**src/rtl/cpu_pkg.sv**
```systemverilog
// Shared definitions for the EX stage of the 5-stage MIPS pipeline.
//   - aluop encodings driven by the main decoder in ID
//   - R-type funct codes understood by the ALU
//   - ALU-control opcode and multiplier FSM state enums
//   - small helpers for ALU-control decode and two's-complement magnitude
package cpu_pkg;

  localparam logic [1:0] AOP_ADD   = 2'b00;
  localparam logic [1:0] AOP_SUB   = 2'b01;
  localparam logic [1:0] AOP_RTYPE = 2'b10;
  localparam logic [1:0] AOP_RSVD  = 2'b11;

  localparam logic [5:0] FN_ADD = 6'b100000;
  localparam logic [5:0] FN_SUB = 6'b100010;
  localparam logic [5:0] FN_AND = 6'b100100;
  localparam logic [5:0] FN_OR  = 6'b100101;
  localparam logic [5:0] FN_SLT = 6'b101010;
  localparam logic [5:0] FN_MUL = 6'b011000;

  typedef enum logic [2:0] {
    ALU_NOP,
    ALU_ADD,
    ALU_SUB,
    ALU_AND,
    ALU_OR,
    ALU_SLT,
    ALU_MUL
  } alu_ctl_e;

  typedef enum logic [1:0] {
    MS_IDLE,
    MS_RUN,
    MS_DONE
  } mul_state_e;

  function automatic alu_ctl_e alu_decode(input logic [1:0] aluop,
                                          input logic [5:0] funct);
    alu_ctl_e ctl;
    ctl = ALU_NOP;
    case (aluop)
      AOP_ADD: ctl = ALU_ADD;
      AOP_SUB: ctl = ALU_SUB;
      AOP_RTYPE: begin
        case (funct)
          FN_ADD:  ctl = ALU_ADD;
          FN_SUB:  ctl = ALU_SUB;
          FN_AND:  ctl = ALU_AND;
          FN_OR:   ctl = ALU_OR;
          FN_SLT:  ctl = ALU_SLT;
          FN_MUL:  ctl = ALU_MUL;
          default: ctl = ALU_NOP;
        endcase
      end
      default: ctl = ALU_NOP;
    endcase
    return ctl;
  endfunction

  // Magnitude of a signed 32-bit value; 0x80000000 maps to itself, which is
  // the correct unsigned magnitude 2^31.
  function automatic logic [31:0] abs32(input logic [31:0] v);
    return v[31] ? (~v + 32'd1) : v;
  endfunction

endpackage

```
**src/rtl/iter_mul.sv**
```systemverilog
// Iterative 32-step shift-add multiplier returning the low 32 bits of the
// signed product. Operands are converted to magnitudes at start and the
// result is negated when the operand signs differ.
//
// Ports:
//   clk, rst_n   clock, async active-low reset
//   start        latch a/b and begin (only honoured in IDLE)
//   abort        drop any operation in flight and return to IDLE
//   a, b         signed operands
//   busy         high while stepping (RUN)
//   done         high for the single cycle the product is valid (DONE)
//   product_lo   low 32 bits of a*b, valid while done
//
// state   | meaning
// --------+--------------------------------------------------------
// MS_IDLE | waiting for start
// MS_RUN  | one shift-add step per cycle, count 0..31
// MS_DONE | product_lo valid for one cycle, then back to IDLE
module iter_mul
  import cpu_pkg::*;
#(
  parameter int DATA_W = 32
) (
  input  logic              clk,
  input  logic              rst_n,
  input  logic              start,
  input  logic              abort,
  input  logic [DATA_W-1:0] a,
  input  logic [DATA_W-1:0] b,
  output logic              busy,
  output logic              done,
  output logic [DATA_W-1:0] product_lo
);

  mul_state_e        state_q, state_d;
  logic [4:0]        count_q, count_d;
  logic [DATA_W-1:0] mcand_q, mcand_d;
  logic [DATA_W-1:0] mplier_q, mplier_d;
  logic [DATA_W-1:0] acc_q, acc_d;
  logic              neg_q, neg_d;

  always_comb begin
    state_d  = state_q;
    count_d  = count_q;
    mcand_d  = mcand_q;
    mplier_d = mplier_q;
    acc_d    = acc_q;
    neg_d    = neg_q;
    case (state_q)
      MS_IDLE: begin
        if (start && !abort) begin
          state_d  = MS_RUN;
          count_d  = 5'd0;
          mcand_d  = abs32(a);
          mplier_d = abs32(b);
          acc_d    = '0;
          neg_d    = a[DATA_W-1] ^ b[DATA_W-1];
        end
      end
      MS_RUN: begin
        if (abort) begin
          state_d = MS_IDLE;
        end else begin
          if (mplier_q[0]) acc_d = acc_q + mcand_q;
          mcand_d  = mcand_q << 1;
          mplier_d = mplier_q >> 1;
          if (count_q == 5'd31) state_d = MS_DONE;
          else                  count_d = count_q + 5'd1;
        end
      end
      MS_DONE: state_d = MS_IDLE;
      default: state_d = MS_IDLE;
    endcase
  end

  always_ff @(posedge clk or negedge rst_n) begin
    if (!rst_n) begin
      state_q  <= MS_IDLE;
      count_q  <= 5'd0;
      mcand_q  <= '0;
      mplier_q <= '0;
      acc_q    <= '0;
      neg_q    <= 1'b0;
    end else begin
      state_q  <= state_d;
      count_q  <= count_d;
      mcand_q  <= mcand_d;
      mplier_q <= mplier_d;
      acc_q    <= acc_d;
      neg_q    <= neg_d;
    end
  end

  assign busy       = (state_q == MS_RUN);
  assign done       = (state_q == MS_DONE);
  assign product_lo = neg_q ? (~acc_q + 1'b1) : acc_q;

endmodule

```
**src/rtl/execute_stage.sv**
```systemverilog
// EX stage of the 5-stage MIPS pipeline: ALU-control decode, ALU, branch
// target add, destination select and the EX/MEM pipeline register. A signed
// multiply runs on iter_mul and stalls the front end until its product is
// ready.
//
// Ports:
//   clk, rst_n                 clock, async active-low reset
//   in_valid, flush            ID/EX holds a real instruction / kill EX
//   wb_ctl, m_ctl, regdst,
//   alusrc, aluop              control from ID/EX
//   npc, rdata1, rdata2,
//   s_extendout, instr_2016,
//   instr_1511                 data from ID/EX
//   stall                      hold PC, IF/ID and ID/EX (combinational)
//   wb_ctlout, branch, memread,
//   memwrite, zero, add_result,
//   alu_result, rdata2out,
//   five_bit_muxout            EX/MEM register contents
module execute_stage
  import cpu_pkg::*;
#(
  parameter int DATA_W = 32,
  parameter int MUL_EN = 1
) (
  input  logic              clk,
  input  logic              rst_n,
  input  logic              in_valid,
  input  logic              flush,
  input  logic [1:0]        wb_ctl,
  input  logic [2:0]        m_ctl,
  input  logic              regdst,
  input  logic              alusrc,
  input  logic [1:0]        aluop,
  input  logic [DATA_W-1:0] npc,
  input  logic [DATA_W-1:0] rdata1,
  input  logic [DATA_W-1:0] rdata2,
  input  logic [DATA_W-1:0] s_extendout,
  input  logic [4:0]        instr_2016,
  input  logic [4:0]        instr_1511,
  output logic              stall,
  output logic [1:0]        wb_ctlout,
  output logic              branch,
  output logic              memread,
  output logic              memwrite,
  output logic              zero,
  output logic [DATA_W-1:0] add_result,
  output logic [DATA_W-1:0] alu_result,
  output logic [DATA_W-1:0] rdata2out,
  output logic [4:0]        five_bit_muxout
);

  localparam bit MUL_ON = (MUL_EN != 0);

  alu_ctl_e          alu_ctl;
  logic [DATA_W-1:0] op_b;
  logic [DATA_W-1:0] alu_out;
  logic [DATA_W-1:0] br_target;
  logic [4:0]        dest;
  logic              is_mul;
  logic              issue_mul;
  logic              stall_int;
  logic              mul_busy;
  logic              mul_done;
  logic [DATA_W-1:0] mul_product;

  logic [1:0]        wb_q, wb_d;
  logic [2:0]        m_q, m_d;
  logic              zero_q, zero_d;
  logic [DATA_W-1:0] add_q, add_d;
  logic [DATA_W-1:0] alu_q, alu_d;
  logic [DATA_W-1:0] rd2_q, rd2_d;
  logic [4:0]        dest_q, dest_d;

  always_comb begin
    alu_ctl   = alu_decode(aluop, s_extendout[5:0]);
    op_b      = alusrc ? s_extendout : rdata2;
    br_target = npc + (s_extendout << 2);
    dest      = regdst ? instr_1511 : instr_2016;
    alu_out   = '0;
    case (alu_ctl)
      ALU_ADD: alu_out = rdata1 + op_b;
      ALU_SUB: alu_out = rdata1 - op_b;
      ALU_AND: alu_out = rdata1 & op_b;
      ALU_OR:  alu_out = rdata1 | op_b;
      ALU_SLT: alu_out = ($signed(rdata1) < $signed(op_b)) ? 32'd1 : 32'd0;
      default: alu_out = '0;
    endcase
  end

  assign is_mul    = MUL_ON && (alu_ctl == ALU_MUL);
  // Issue only from IDLE; in DONE the same mul is still in ID/EX and must
  // not restart.
  assign issue_mul = is_mul && in_valid && !flush && !mul_busy && !mul_done;
  assign stall_int = !flush && (mul_busy || issue_mul);
  // Keep stall quiet while reset is held even if ID/EX shows a mul.
  assign stall     = rst_n && stall_int;

  iter_mul #(.DATA_W(DATA_W)) u_mul (
    .clk        (clk),
    .rst_n      (rst_n),
    .start      (issue_mul),
    .abort      (flush),
    .a          (rdata1),
    .b          (rdata2),
    .busy       (mul_busy),
    .done       (mul_done),
    .product_lo (mul_product)
  );

  // Bubbles clear the controls and leave the data fields untouched.
  always_comb begin
    wb_d   = 2'b00;
    m_d    = 3'b000;
    zero_d = zero_q;
    add_d  = add_q;
    alu_d  = alu_q;
    rd2_d  = rd2_q;
    dest_d = dest_q;
    if (!flush && !stall_int && in_valid) begin
      wb_d   = wb_ctl;
      m_d    = m_ctl;
      alu_d  = mul_done ? mul_product : alu_out;
      zero_d = (alu_d == '0);
      add_d  = br_target;
      rd2_d  = rdata2;
      dest_d = dest;
    end
  end

  always_ff @(posedge clk or negedge rst_n) begin
    if (!rst_n) begin
      wb_q   <= 2'b00;
      m_q    <= 3'b000;
      zero_q <= 1'b0;
      add_q  <= '0;
      alu_q  <= '0;
      rd2_q  <= '0;
      dest_q <= 5'd0;
    end else begin
      wb_q   <= wb_d;
      m_q    <= m_d;
      zero_q <= zero_d;
      add_q  <= add_d;
      alu_q  <= alu_d;
      rd2_q  <= rd2_d;
      dest_q <= dest_d;
    end
  end

  assign wb_ctlout       = wb_q;
  assign branch          = m_q[2];
  assign memread         = m_q[1];
  assign memwrite        = m_q[0];
  assign zero            = zero_q;
  assign add_result      = add_q;
  assign alu_result      = alu_q;
  assign rdata2out       = rd2_q;
  assign five_bit_muxout = dest_q;

endmodule

```
**config.mk**
```make
export PLATFORM = sky130hd
export DESIGN_NAME = execute_stage
export DESIGN_NICKNAME = d
export VERILOG_FILES = /design/src/rtl/cpu_pkg.sv /design/src/rtl/iter_mul.sv /design/src/rtl/execute_stage.sv
export SDC_FILE = /design/constraint.sdc
export NUM_CORES = 1
export LEC_CHECK = 0
export BUFFER_PORTS_ARGS = -buffer_cell sky130_fd_sc_hd__buf_2
export CORE_MARGIN = 1
export CORE_UTILIZATION = 50
export DETAILED_ROUTE_END_ITERATION = 8
export GPL_TIMING_DRIVEN = 0
export PLACE_DENSITY = 0.81
export SYNTH_ARGS = -nofsm -noshare
export SYNTH_HDL_FRONTEND = slang
export SYNTH_SLANG_ARGS = --single-unit
```
**constraint.sdc**
```tcl
create_clock -name clk -period 3.85 [get_ports clk]
set_clock_uncertainty 0.05 [all_clocks]
set_input_delay 0.77 -clock clk [delete_from_list [all_inputs] [get_ports clk]]
set_output_delay 0.77 -clock clk [all_outputs]
set_load 0.01 [all_outputs]
```
==> results.txt, run 1 <==
- Number of enable-type register cells in the synthesized netlist: 0
* Highest fanout seen on the critical path: 5
- Crit path max-delay cell type: sky130_fd_sc_hd__or4_4
- Pre-antenna DRT Iters: 7
- The worst register-to-register path begins at u_mul.state_q[1]$_DFFE_PN0P_.
- The net count of the finished layout is 2955.
- Total of hold buffers inserted after clock tree synthesis: 0
- Launching instance or port of the critical path: rdata2[0]
- The number of buffers and inverters on the critical path is 4.
* Leak: 0.0109 uW
- Required time worst endpoint: 4.27 ns
- Vert. Die Dim: 197 um
* Critical Setup Path Class: input port to flop
* Prevailing post-synth register cell: sky130_fd_sc_hd__dfrtp_1
* Synthesized netlist net count: 2618
- Relative contribution of sequential cells to total power: 32.7%
* Sum of net half-perimeters after detailed placement: 58.5 mm
- Once detail routing completed, the nets flagged for antenna violations numbered 0.
* Portion of the post-synthesis area used by sequential elements: 27.9%
* Worst-case headroom to the max-slew limit: 30.5%
* Number of antenna violations at the first check in global routing: 4
- The library cell used most frequently in the layout, excluding fill and tap cells, is sky130_fd_sc_hd__buf_2.
* Die Width: 197 um
* Level count of the clock H-tree: 1
- In the final routed layout, each cell accounts on average for 23.8 um.
- The worst setup path is captured at a flop.
* Relative contribution of the clock network to total power: 32.2%
* Count of placed standard cells in the final layout, fillers left out: 3168
* Measured slew at the worst slew-check pin: 1.04 ns
* Area added between synthesis and finish: 23.5%
- Wires add up to 75.2 mm.
* Fraction of synthesis flops using an asynchronous set or reset pin: 100%
* Total via count in the routed design: 20154
- Row generation in the floorplan step produced 70 rows.
- Internal cell power: 5200 uW
- Largest net degree at the start of global routing: 114
* Max Transition Viols Final: 0
- Synth Cell Area: 0.0189 mm2
* Fin crit share: 120%
* Final number of hold-violating endpoints: 0
- IR analysis of the VDD net gives a maximum drop of 317 uV.
- The congestion estimate from routability-driven global placement came to 1.03.
- No sink is reached through more buffers than the 3 on the longest clock path.
- The count of buffers added on input and output ports is 256.
- Switching power of the nets: 2920 uW
* Count of endpoints failing setup in the final report: 11
- STA puts the critical path data arrival time at 5.05 ns.
- The design draws 8120 uW.
- After the first detailed-routing iteration, the DRC count stood at 2251.
* Clock sink count: 211
* Proportion of layout cells with a drive suffix above 1: 22.3%
- Buffers inserted during clock tree synthesis total 26.
- Initial Utilization: 51.2%
- Power spread over the standard cell area amounts to 348 mW/mm2.
* Status: complete, but fails checks
* Number of global-route vias before repair: 19063
- Hold_ws: 0.162 ns
* Combinational cell fraction of total power: 35.1%
* Clock tree from TritonCTS: done
- Switching power share of the total: 36.0%
* Library cells used by synthesis: 97
* Most repeated library cell on the critical path: sky130_fd_sc_hd__nand4_1
- Once routing completed, OpenROAD measured the worst setup slack at -0.775 ns.
* Max_cap viols: 0
* DRC violation count after routing: 0
- STA classifies the critical path startpoint as an input port.
- At the later pin of the worst-skew pair, clock insertion delay measures 0.59 ns.
- On the worst path, the slowest cell contributes a delay of 0.44 ns.
- The final reports fail on negative setup slack.
* Clock root buffer: sky130_fd_sc_hd__clkbuf_16
- Kind of path behind the tightest hold check: input port to async pin
* Total global-route track usage: 37.9%
- Count of yosys warnings during synthesis: 0
* Kind of cell adding the most delay to the critical path: compound AO/OA/AOI/OAI gates
- First-pass GRT wire length: 112 mm
- Counting flops and latches in the post-synthesis netlist gives 211.
* Clock transition at path regs: 0.06 ns
* Ports: 259
- Counting every instance in the synthesized netlist gives 2302.
* Final Critical Period: 4.63 ns
- Summed over all layers, the global routing overflow is 0.
* Max Freq: 216 MHz
* Average footprint of a synthesized cell: 8.22 um2
- The library cells used most frequently in the layout, excluding fill and tap cells, are sky130_fd_sc_hd__buf_2, sky130_fd_sc_hd__nand2_1, sky130_fd_sc_hd__dfrtp_1, sky130_fd_sc_hd__o21ai_0, sky130_fd_sc_hd__nor2_1.
- Core Box Area: 0.0370 mm2
- Die area: 0.0386 mm2
- Setup repair after global routing could not meet its margin everywhere.
- The signal on the critical path passes through buf_2, clkinvlp_4, o21a_4, inv_4, ha_2, inv_1, fa_2, nor2b_4, o311a_4, or4_4, a311oi_4, o221ai_2, a32oi_2, nand4_1, nor3_2, nand4_1, nor4_2, nand4_1, o31ai_2.
* Worst setup slack after placement: -1.94 ns
- Cells after DPL: 3063
* Routed via count divided by cell count: 6.36
## worst paths after layout
check	to	slack [ns]	cells past startpoint
worst max-delay path	zero$_DFFE_PN0P_	-0.78	19
worst min-delay path	u_mul.mcand_q[5]$_DFFE_PN0P_	0.16	1
worst max register to register	zero$_DFFE_PN0P_	-0.44	12
worst min register to register	alu_result[11]$_DFFE_PN0P_	0.42	2
max in group asynchronous	add_result[25]$_DFFE_PN0P_	2.48	2
min in group clk	u_mul.state_q[1]$_DFFE_PN0P_	0.35	2
## metal layers
layer | up-vias | wire length, um | GRT usage (%)
li1 | 9035 | - | -
met1 | 9831 | 31200 | 51.8
met2 | 1091 | 33500 | 59.3
met3 | 195 | 6750 | 5.00
met4 | 2 | 3730 | 17.9
met5 | - | 65 | 1.15
## registers in the layout, summed over array words and instances (netlist names), 2 cells and up
register / count
u_mul.state_q: 2
u_mul.count_q: 5
u_mul.mcand_q: 32
alu_result: 32
five_bit_muxout: 5
u_mul.acc_q: 32
m_q: 3
add_result: 32
rdata2out: 32
u_mul.mplier_q: 32
wb_ctlout: 2
## through the flow
stage / setup TNS, ns / cell area [um2] / utilization, %
global route: -4.14 / 23400 / 63.2
floorplan: -1.92 / 19200 / -
finish: -3.50 / 23400 / 63.2
CTS: -2.29 / 22800 / 61.6
detailed placement: -161.40 / 21100 / 57.1
global placement: -499.15 / 21100 / 57.0
## cells in the mapped netlist (8+ instances only)
| cell type | count | area (um2) |
|---|---|---|
| sky130_fd_sc_hd__a2111oi_0 | 8 | 70.1 |
| sky130_fd_sc_hd__a211o_1 | 12 | 105 |
| sky130_fd_sc_hd__a211oi_1 | 17 | 128 |
| sky130_fd_sc_hd__a21boi_0 | 8 | 60.1 |
| sky130_fd_sc_hd__a21o_1 | 42 | 315 |
| sky130_fd_sc_hd__a21oi_1 | 185 | 926 |
| sky130_fd_sc_hd__a221oi_1 | 10 | 87.6 |
| sky130_fd_sc_hd__a22o_1 | 20 | 175 |
| sky130_fd_sc_hd__a31oi_1 | 16 | 100 |
| sky130_fd_sc_hd__and3_1 | 8 | 50.1 |
| sky130_fd_sc_hd__clkbuf_1 | 95 | 357 |
| sky130_fd_sc_hd__clkbuf_8 | 12 | 165 |
| sky130_fd_sc_hd__dfrtp_1 | 211 | 5280 |
| sky130_fd_sc_hd__ha_1 | 161 | 2010 |
| sky130_fd_sc_hd__inv_1 | 123 | 462 |
| sky130_fd_sc_hd__mux2_2 | 42 | 473 |
| sky130_fd_sc_hd__mux2i_1 | 45 | 450 |
| sky130_fd_sc_hd__nand2_1 | 235 | 882 |
| sky130_fd_sc_hd__nand2b_1 | 23 | 144 |
| sky130_fd_sc_hd__nand3_1 | 39 | 195 |
| sky130_fd_sc_hd__nand4_1 | 19 | 119 |
| sky130_fd_sc_hd__nor2_1 | 185 | 694 |
| sky130_fd_sc_hd__nor2b_1 | 28 | 175 |
| sky130_fd_sc_hd__nor3_1 | 35 | 175 |
| sky130_fd_sc_hd__nor3b_1 | 13 | 97.6 |
| sky130_fd_sc_hd__nor4_1 | 15 | 93.8 |
| sky130_fd_sc_hd__o211ai_1 | 15 | 113 |
| sky130_fd_sc_hd__o21a_1 | 21 | 158 |
| sky130_fd_sc_hd__o21ai_0 | 206 | 1030 |
| sky130_fd_sc_hd__o21bai_1 | 14 | 105 |
| sky130_fd_sc_hd__o221ai_1 | 15 | 131 |
| sky130_fd_sc_hd__o22ai_1 | 8 | 50.1 |
| sky130_fd_sc_hd__o31ai_1 | 43 | 323 |
| sky130_fd_sc_hd__o41ai_1 | 15 | 131 |
| sky130_fd_sc_hd__or2_2 | 11 | 68.8 |
| sky130_fd_sc_hd__or3_1 | 25 | 156 |
| sky130_fd_sc_hd__or4_1 | 16 | 120 |
| sky130_fd_sc_hd__xnor2_1 | 80 | 701 |
| sky130_fd_sc_hd__xor2_1 | 75 | 657 |
## power groups by stage
| stage | clock network, uW | logic, uW | registers (uW) |
|---|---|---|---|
| 5_1_grt | 2730 | 3050 | 2680 |
| 6_report | 2620 | 2850 | 2650 |
| 3_3_place_gp | 0 | 2450 | 2670 |
| 2_1_floorplan | 0 | 1500 | 2750 |
| 3_5_place_dp | 0 | 2490 | 2690 |
| 4_1_cts | 2640 | 2660 | 2650 |
## what timing repair did
action / in CTS / in global routing
pin swaps: 29 / 22
gates cloned: 1 / 0
setup buffers: 25 / 32
resized for setup: 104 / 85
setup endpoints to repair: 152 / 124
## final cells by class
class | count | area [um2]
diodes | 5 | 12.5
clock buffers | 35 | 744
plain buffers | 114 | 674
inverters | 124 | 480
clock inverters | 13 | 178
fillers | 3203 | 13600
well taps | 504 | 631
flip-flops and latches | 211 | 5280
multi-input cells | 1848 | 13600
repair buffers | 314 | 1800
## logic make-up after synthesis
group / Yosys count / share of synthesized area, %
AOI/OAI and AO/OA: 747 / 25.8
xor gates and xnor gates: 155 / 7.17
adders and majority gates: 165 / 11.1
buffers and inverters: 243 / 5.49
DFF: 211 / 27.9
muxes: 87 / 4.88
and+or+nand+nor: 694 / 17.7
Note: power is estimated with default switching activity, not from simulation.
==> inputs of run 2 (changes only) <==
- RECOVER_POWER: not set -> 100
==> results.txt, run 2 (synthesis gave the netlist of run 1 again) <==
* Proportion of layout cells with a drive suffix above 1: 18.2% (-4.1 points)
* Area occupied by multi-input gates: 0.0136 mm2 (-0.15%)
- The routability-driven placement congestion ratio was 1.03 (unchanged).
- The detailed-route wire length on metal 1 came to 31.2 mm (about the same).
- The pin count of the biggest net entering global routing was 114 (unchanged).
* DRC violation count after routing: 0 (unchanged)
- Routed via count divided by cell count: 6.33 (-0.56%)
- The post-cts hold buffer count came to 0 (unchanged).
- Total global routing overflow: 0 (unchanged)
* Most frequent cells in the layout: sky130_fd_sc_hd__nand2_1, sky130_fd_sc_hd__dfrtp_1, sky130_fd_sc_hd__o21ai_0, sky130_fd_sc_hd__clkbuf_1, sky130_fd_sc_hd__nor2_1
- The number of cells after detailed placement is 3063 (unchanged).
- The power per cell area is 348 mW/mm2 (+0.23%).
- Fin crit share: 119% (-0.85 points)
- The vias after detailed routing is 20035 (-0.59%).
- The wire length after detailed routing was 75.3 mm (+0.10%).
- The final reports fail on max-capacitance violations, max-slew violations, negative setup slack.
- The setup slack after placement came to -1.94 ns (unchanged).
- Max Transition Viols Final: 101 (+101)
- The antenna violation net count after detailed routing was 0 (unchanged).
* Critical Setup Path Class: input port to flop
* Number of antenna violations at the first check in global routing: 4 (unchanged)
- The clock transition at the registers of the reported paths came to 0.06 ns (about the same).
* Hold_ws: 0.348 ns (+0.186 ns)
- The met2 wire length was 33.6 mm (+0.23%).
* Count of placed standard cells in the final layout, fillers left out: 3167 (-0.032%)
- The average routed wire per standard cell came to 23.8 um (+0.13%).
- The y dimension of the die came to 197 um (unchanged).
- In this run the worst hold path is classified as input port to flop.
* Number of rows created at floorplan: 70 (unchanged)
* Status: complete, but fails checks
- Clock sink count: 211 (unchanged)
- The clock latency on the worst-skew pair came to 0.59 ns (about the same).
* Met3 WL post-DR: 6.71 mm (-0.61%)
- Port Buffer Count: 256 (unchanged)
* Initial Utilization: 51.2% (unchanged)
- Uppermost layer routed: met5
* Kind of end point of the critical path: flop
- Crit path setup slack, layout: -0.742 ns (+0.0329 ns)
- The chip width is 197 um (unchanged).
- Level count of the clock H-tree: 1 (unchanged)
- The count of endpoints failing setup in the final report was 166 (+155).
- The cell sitting at the root of the clock tree is a sky130_fd_sc_hd__clkbuf_16.
* Most common cell after layout, fill and taps aside: sky130_fd_sc_hd__nand2_1
* Max Freq: 218 MHz (+0.72%)
* Pre-antenna DRT Iters: 7 (unchanged)
- The arrival time of data at the critical path endpoint came to 5.02 ns (-0.03 ns).
* First-pass GRT wire length: 112 mm (unchanged)
- Ports: 259 (unchanged)
- Setup repair after global routing could not meet its margin everywhere.
* Area added between synthesis and finish: 22.5%
- The total routing resource utilization after global routing is 37.9% (unchanged).
* Clock tree from TritonCTS: done
- The detailed-placement wirelength estimate is 58.5 mm (unchanged).
- Measured slew at the worst slew-check pin: 2.55 ns (+1.51 ns)
- The final-layout fill cell count was 3262 (+1.8%).
- The critical path required time was 4.28 ns (about the same).
* Total clock buffers created by CTS: 26 (unchanged)
- The worst ir drop on vdd came to 320 uV (+0.97%).
- STA classifies the critical path startpoint as an input port.
* Detailed router's first-iteration violation count: 2286 (+1.6%)
- The headroom to the max-slew limit is -69.8% (-100 points).
- Layout net count: 2955 (unchanged)
* Number of global-route vias before repair: 19063 (unchanged)
- The highest net fanout along the worst path came to 5 (unchanged).
- Final Critical Period: 4.59 ns (-0.0329 ns)
- The leakage component of the power was 0.0105 uW (-3.5%).
- Sequential cell area in the final layout: 0.00528 mm2 (unchanged)
* Clock Tree Buf Depth: 3 (unchanged)
- The area of the die was 0.0386 mm2 (unchanged).
- The floorplan core area was 0.0370 mm2 (unchanged).
* Max_cap viols: 1 (+1)
- Final number of hold-violating endpoints: 0 (unchanged)
## run 2: worst paths after layout
path | start | to | slack [ns] | cells past startpoint
setup / recovery | rdata2[0] | zero$_DFFE_PN0P_ | -0.74 | 19
max in group asynchronous | rst_n | add_result[25]$_DFFE_PN0P_ | 0.75 | 2
hold reg to reg | alu_result[11]$_DFFE_PN0P_ | alu_result[11]$_DFFE_PN0P_ | 0.42 | 2
hold / removal | flush | u_mul.state_q[1]$_DFFE_PN0P_ | 0.35 | 2
min in group asynchronous | rst_n | u_mul.acc_q[6]$_DFFE_PN0P_ | 0.89 | 1
setup reg to reg | u_mul.state_q[1]$_DFFE_PN0P_ | zero$_DFFE_PN0P_ | -0.38 | 12
## run 2: metrics by stage
step           total power [uW]  util (%)  TNS, ns  cell area, um2
3_3_place_gp               5120      57.0  -499.15           21100
2_1_floorplan              4250         -    -1.92           19200
3_5_place_dp               5180      57.1  -161.40           21100
4_1_cts                    7950      61.6    -2.29           22800
5_1_grt                    8410      62.7   -52.60           23200
6_report                   8070      62.7   -29.64           23200
## run 2: layout make-up
type | count | share of cell area [%]
multi-input combinational | 1848 | 58.5
buffer | 114 | 2.87
timing repair buffer | 314 | 7.06
tap | 504 | 2.72
antenna | 4 | 0.0432
sequential | 211 | 22.8
clock buffer | 35 | 3.21
inverter | 124 | 2.07
clock inverter | 13 | 0.767
## run 2: metal layers
metal / track usage (%) / vias up
met5: 1.15 / -
met4: 17.9 / 2
met3: 5.00 / 189
met2: 59.3 / 1063
met1: 51.8 / 9758
li1: - / 9023
## run 2: where the power goes
group	total, uW	internal [uW]	switching, uW
Combinational	2800	1090	1710
Sequential	2660	2490	174
Clock	2610	1570	1050
## run 2: critical path: stages
cell and delay [ns]:
sky130_fd_sc_hd__buf_2 0.14, sky130_fd_sc_hd__clkinvlp_4 0.15, sky130_fd_sc_hd__o21a_4 0.28, sky130_fd_sc_hd__inv_4 0.07
sky130_fd_sc_hd__ha_2 0.17, sky130_fd_sc_hd__inv_1 0.05, sky130_fd_sc_hd__fa_2 0.36, sky130_fd_sc_hd__nor2b_4 0.15
sky130_fd_sc_hd__o311a_4 0.36, sky130_fd_sc_hd__or4_4 0.44, sky130_fd_sc_hd__a311oi_4 0.37, sky130_fd_sc_hd__o221ai_2 0.14
sky130_fd_sc_hd__a32oi_2 0.31, sky130_fd_sc_hd__nand4_1 0.15, sky130_fd_sc_hd__nor3_2 0.28, sky130_fd_sc_hd__nand4_1 0.18
sky130_fd_sc_hd__nor4_2 0.27, sky130_fd_sc_hd__nand4_1 0.15, sky130_fd_sc_hd__o31ai_2 0.19
## run 2: timing repair
item                       in CTS  in global routing
gates cloned                    1                  0
setup endpoints to repair     152                124
gates resized for setup       104                 85
buffers inserted               25                 32
pin swaps                      29                 22
==> inputs of run 3 (changes only) <==
- ABC_AREA: not set -> 1
- CORE_MARGIN: 1 -> 2
- PLACE_DENSITY: 0.81 -> 0.8
==> results.txt, run 3 <==
* Ports: 259 (unchanged)
* Adder-cell share of the synthesized area: 9.71% (-1.4 points)
- Die area: 0.0448 mm2 (+16%)
- The total design power was 8480 uW (+5.0%).
- The floorplan core area is 0.0428 mm2 (+16%).
- Proportion of layout cells with a drive suffix above 1: 9.63% (-8.6 points)
* Most frequently used cell type in the post-synthesis netlist: sky130_fd_sc_hd__nand2_1
- Level count of the clock H-tree: 1 (unchanged)
- The slew of the pin with the lowest slew margin is 1.24 ns (-1.31 ns).
* Number of antenna violations at the first check in global routing: 7 (+3)
- Clock sink count: 211 (unchanged)
- The number of enable-type register cells in the synthesized netlist was 0 (unchanged).
- Total via count in the routed design: 24896 (+24%)
* Weighted congestion at the end of routability-driven global placement: 1.03 (+0.20%)
- Portion of the post-synthesis area used by sequential elements: 24.5% (-3.4 points)
- Startpoint of the worst register-to-register path: u_mul.state_q[0]$_DFFE_PN0P_
- The total routing resource utilization after global routing was 37.9% (about the same).
- The most critical setup path has its endpoint at zero$_DFFE_PN0P_.
- The net count after synthesis came to 3819 (+46%).
* Layout net count: 4107 (+39%)
- Synth Cell Area: 0.0216 mm2 (+14%)
- Peak VDD IR: 310 uV (-3.3%)
- Pre-antenna DRT Iters: 7 (unchanged)
- Die Width: 212 um (+7.7%)
* Kind of path behind the tightest hold check: input port to flop
* Depth of the worst register-to-register path: 11 (-1)
- The share of the synthesized area in compound gates (AO/OA/AOI/OAI) is 15.6% (-10 points).
* Fraction of synthesis flops using an asynchronous set or reset pin: 100% (unchanged)
* Synth Area in Simple Gates: 34.8% (+17 points)
- Largest net degree at the start of global routing: 104 (-8.8%)
* Prevailing post-synth register cell: sky130_fd_sc_hd__dfrtp_1
- Critical path startpoint category: input port
- Worst setup slack for register-to-register paths: 0.09 ns (+0.47 ns)
* Portion of netlist area occupied by mux cells: 0% (-4.9 points)
- Total global routing overflow: 0 (unchanged)
* Insertion delay of the later-clocked pin in the worst-skew pair: 0.56 ns (-0.03 ns)
* Clock transition at path regs: 0.06 ns (about the same)
* First-pass GRT wire length: 129 mm (+15%)
- DRT antenna net count: 0 (unchanged)
- Clock tree from TritonCTS: done
- Routed via count divided by cell count: 5.71 (-9.8%)
- The maximum buffer depth of the clock tree came to 3 (unchanged).
- The highest net fanout along the worst path is 10 (+5).
* Post-Synth XOR/XNOR Area: 3.13% (-4.0 points)
- The flow ran to the end, and the final reports show no timing, DRC or antenna violations.
- The max-slew violation count was 0 (-100%).
* Final Critical Period: 3.77 ns (-0.821 ns)
- The average footprint of a synthesized cell is 6.16 um2 (-25%).
- The worst register-to-register path ends at u_mul.acc_q[9]$_DFFE_PN0P_.
- The worst setup path is of the input port to flop kind.
- By area the synthesized netlist is led by sky130_fd_sc_hd__dfrtp_1, sky130_fd_sc_hd__nand2_1, sky130_fd_sc_hd__ha_1.
* Required time worst endpoint: 4.30 ns (+0.02 ns)
- Port Buffer Count: 256 (unchanged)
- The wire length after detailed routing is 86.3 mm (+15%).
* Vert. Die Dim: 212 um (+7.7%)
- Max_cap viols: 0 (-1)
* DRC violation count after routing: 0 (unchanged)
- Count of endpoints failing setup in the final report: 0 (-100%)
- The number of DRC markers after the initial detailed-route iteration is 3012 (+32%).
* Fin crit share: 98.0% (-21 points)
* Largest family of logic cells by synthesized area: simple AND/OR/NAND/NOR gates
- Number of global-route vias before repair: 22509 (+18%)
- Total clock buffers created by CTS: 25 (-3.8%)
* Count of yosys warnings during synthesis: 0 (unchanged)
- Clock root buffer: sky130_fd_sc_hd__clkbuf_16
- Library cells used by synthesis: 54 (-44%)
- The number of hold violations in the final report was 0 (unchanged).
* Launching instance or port of the critical path: rdata1[31]
* Most frequent cells in the layout: sky130_fd_sc_hd__nand2_1, sky130_fd_sc_hd__inv_1, sky130_fd_sc_hd__nor2_1, sky130_fd_sc_hd__o21ai_0, sky130_fd_sc_hd__nand3_1
- Post-DR wirelength/cell: 19.8 um (-17%)
* Max Freq: 265 MHz (+22%)
- Number of register bits inferred by synthesis: 211 (unchanged)
- Number of rows created at floorplan: 76 (+8.6%)
- The headroom to the max-slew limit is 17.6% (+87 points).
* Post-synth top cells: sky130_fd_sc_hd__nand2_1, sky130_fd_sc_hd__inv_1, sky130_fd_sc_hd__nor2_1, sky130_fd_sc_hd__o21ai_0, sky130_fd_sc_hd__nand3_1
- Portion of synthesized cell area occupied by the leading cell type: 24.5% (-3.4 points)
- Leak: 0.0133 uW (+26%)
* Pwr dens: 347 mW/mm2 (-0.45%)
* Most common cell after layout, fill and taps aside: sky130_fd_sc_hd__nand2_1
* Library cell with the largest summed area after synthesis: sky130_fd_sc_hd__dfrtp_1
- Area added between synthesis and finish: 13.3%
- Cells after DPL: 4307 (+41%)
* Kind of end point of the critical path: flop
- The arrival time of data at the critical path endpoint was 4.22 ns (-0.80 ns).
- The starting density of the core came to 50.4% (-0.78 points).
* Count of placed standard cells in the final layout, fillers left out: 4363 (+38%)
- Post-synthesis instance total: 3503 (+52%)
* Sum of net half-perimeters after detailed placement: 71.0 mm (+21%)
-- run 3: power by group --
group	leakage, uW	total (uW)	switching [uW]	internal (uW)
combinational	0.0103	3260	2200	1060
sequential	0.00259	2730	220	2510
clock	0.000422	2500	1030	1460
-- run 3: worst max-delay path: stages --
cell,delay [ns]
sky130_fd_sc_hd__buf_2,0.16
sky130_fd_sc_hd__inv_1,0.08
sky130_fd_sc_hd__buf_2,0.26
sky130_fd_sc_hd__clkbuf_1,0.52
sky130_fd_sc_hd__ha_1,0.44
sky130_fd_sc_hd__nor2_1,0.11
sky130_fd_sc_hd__nand2_1,0.17
sky130_fd_sc_hd__inv_1,0.06
sky130_fd_sc_hd__nand2_1,0.06
sky130_fd_sc_hd__nand2_1,0.08
sky130_fd_sc_hd__a21oi_1,0.18
sky130_fd_sc_hd__nand3_1,0.13
sky130_fd_sc_hd__nand3_2,0.18
sky130_fd_sc_hd__nand3_1,0.11
sky130_fd_sc_hd__nand2_1,0.17
sky130_fd_sc_hd__nand2_1,0.07
sky130_fd_sc_hd__nor2_1,0.10
sky130_fd_sc_hd__nand2_1,0.17
sky130_fd_sc_hd__nor2_4,0.19
sky130_fd_sc_hd__nand4_1,0.11
sky130_fd_sc_hd__nand2_1,0.08
-- run 3: cell families (layout without fill, tap and decap cells) --
| logic type | Yosys count | count (layout) |
|---|---|---|
| DFF | 211 | 211 |
| xor gates and xnor gates | 77 | 77 |
| other | 0 | 7 |
| adders and majority gates | 165 | 165 |
| AOI/OAI and AO/OA | 600 | 600 |
| buffers and inverters | 662 | 969 |
| and+or+nand+nor | 1788 | 1788 |
-- run 3: final cells by class --
type / count / area, um2
diodes: 7 / 17.5
clock buffers: 31 / 678
multi-input cells: 2630 / 13700
well taps: 546 / 683
fillers: 4422 / 18300
flip-flops and latches: 211 / 5280
inverters: 545 / 2050
plain buffers: 115 / 596
repair buffers: 263 / 1230
clock inverters: 15 / 174
-- run 3: metrics by stage --
| stage | area (um2) | setup WS [ns] | utilization, % | hold slack, ns | setup TNS, ns |
|---|---|---|---|---|---|
| 6_report | 24500 | 0.0784 | 57.1 | 0.349 | 0 |
| 5_1_grt | 24400 | -0.0229 | 57.1 | 0.358 | -0.0229 |
| 4_1_cts | 24500 | 0.0369 | 57.3 | 0.332 | 0 |
| 3_5_place_dp | 23600 | -1.04 | 55.2 | 0.404 | -9.44 |
| 3_3_place_gp | 23500 | -1.87 | 55.0 | 0.403 | -384.63 |
| 2_1_floorplan | 21600 | 0.375 | - | 0.394 | 0 |
-- run 3: per-layer routing --
layer | share of wire (%) | up-vias | track usage, % | routed length [um]
li1 | - | 11812 | - | -
met1 | 40 | 11373 | 49.7 | 34400
met2 | 43 | 1460 | 59.0 | 37000
met3 | 11 | 247 | 8.20 | 9640
met4 | 6.1 | 4 | 19.1 | 5260
met5 | 0.035 | - | 0 | 30
-- run 3: worst min path at each step --
stage	cells past startpoint	endpoint	startpoint	slack (ns)
floorplan	2	u_mul.mplier_q[25]$_DFFE_PN0P_	u_mul.mplier_q[25]$_DFFE_PN0P_	0.39
global placement	2	rdata2out[8]$_DFFE_PN0P_	rdata2out[8]$_DFFE_PN0P_	0.40
detailed placement	2	add_result[1]$_DFFE_PN0P_	add_result[1]$_DFFE_PN0P_	0.40
CTS	3	add_result[1]$_DFFE_PN0P_	npc[1]	0.33
global route	3	add_result[1]$_DFFE_PN0P_	npc[1]	0.36
finish	3	add_result[1]$_DFFE_PN0P_	npc[1]	0.35
-- run 3: what timing repair did --
action | in CTS | in global routing
setup buffers | 1 | 3
hold buffers | 1 | 0
pin swaps | 1 | 3
setup endpoints to repair | 2 | 2
hold endpoints to repair | 26 | 0
gates resized for setup | 39 | 74
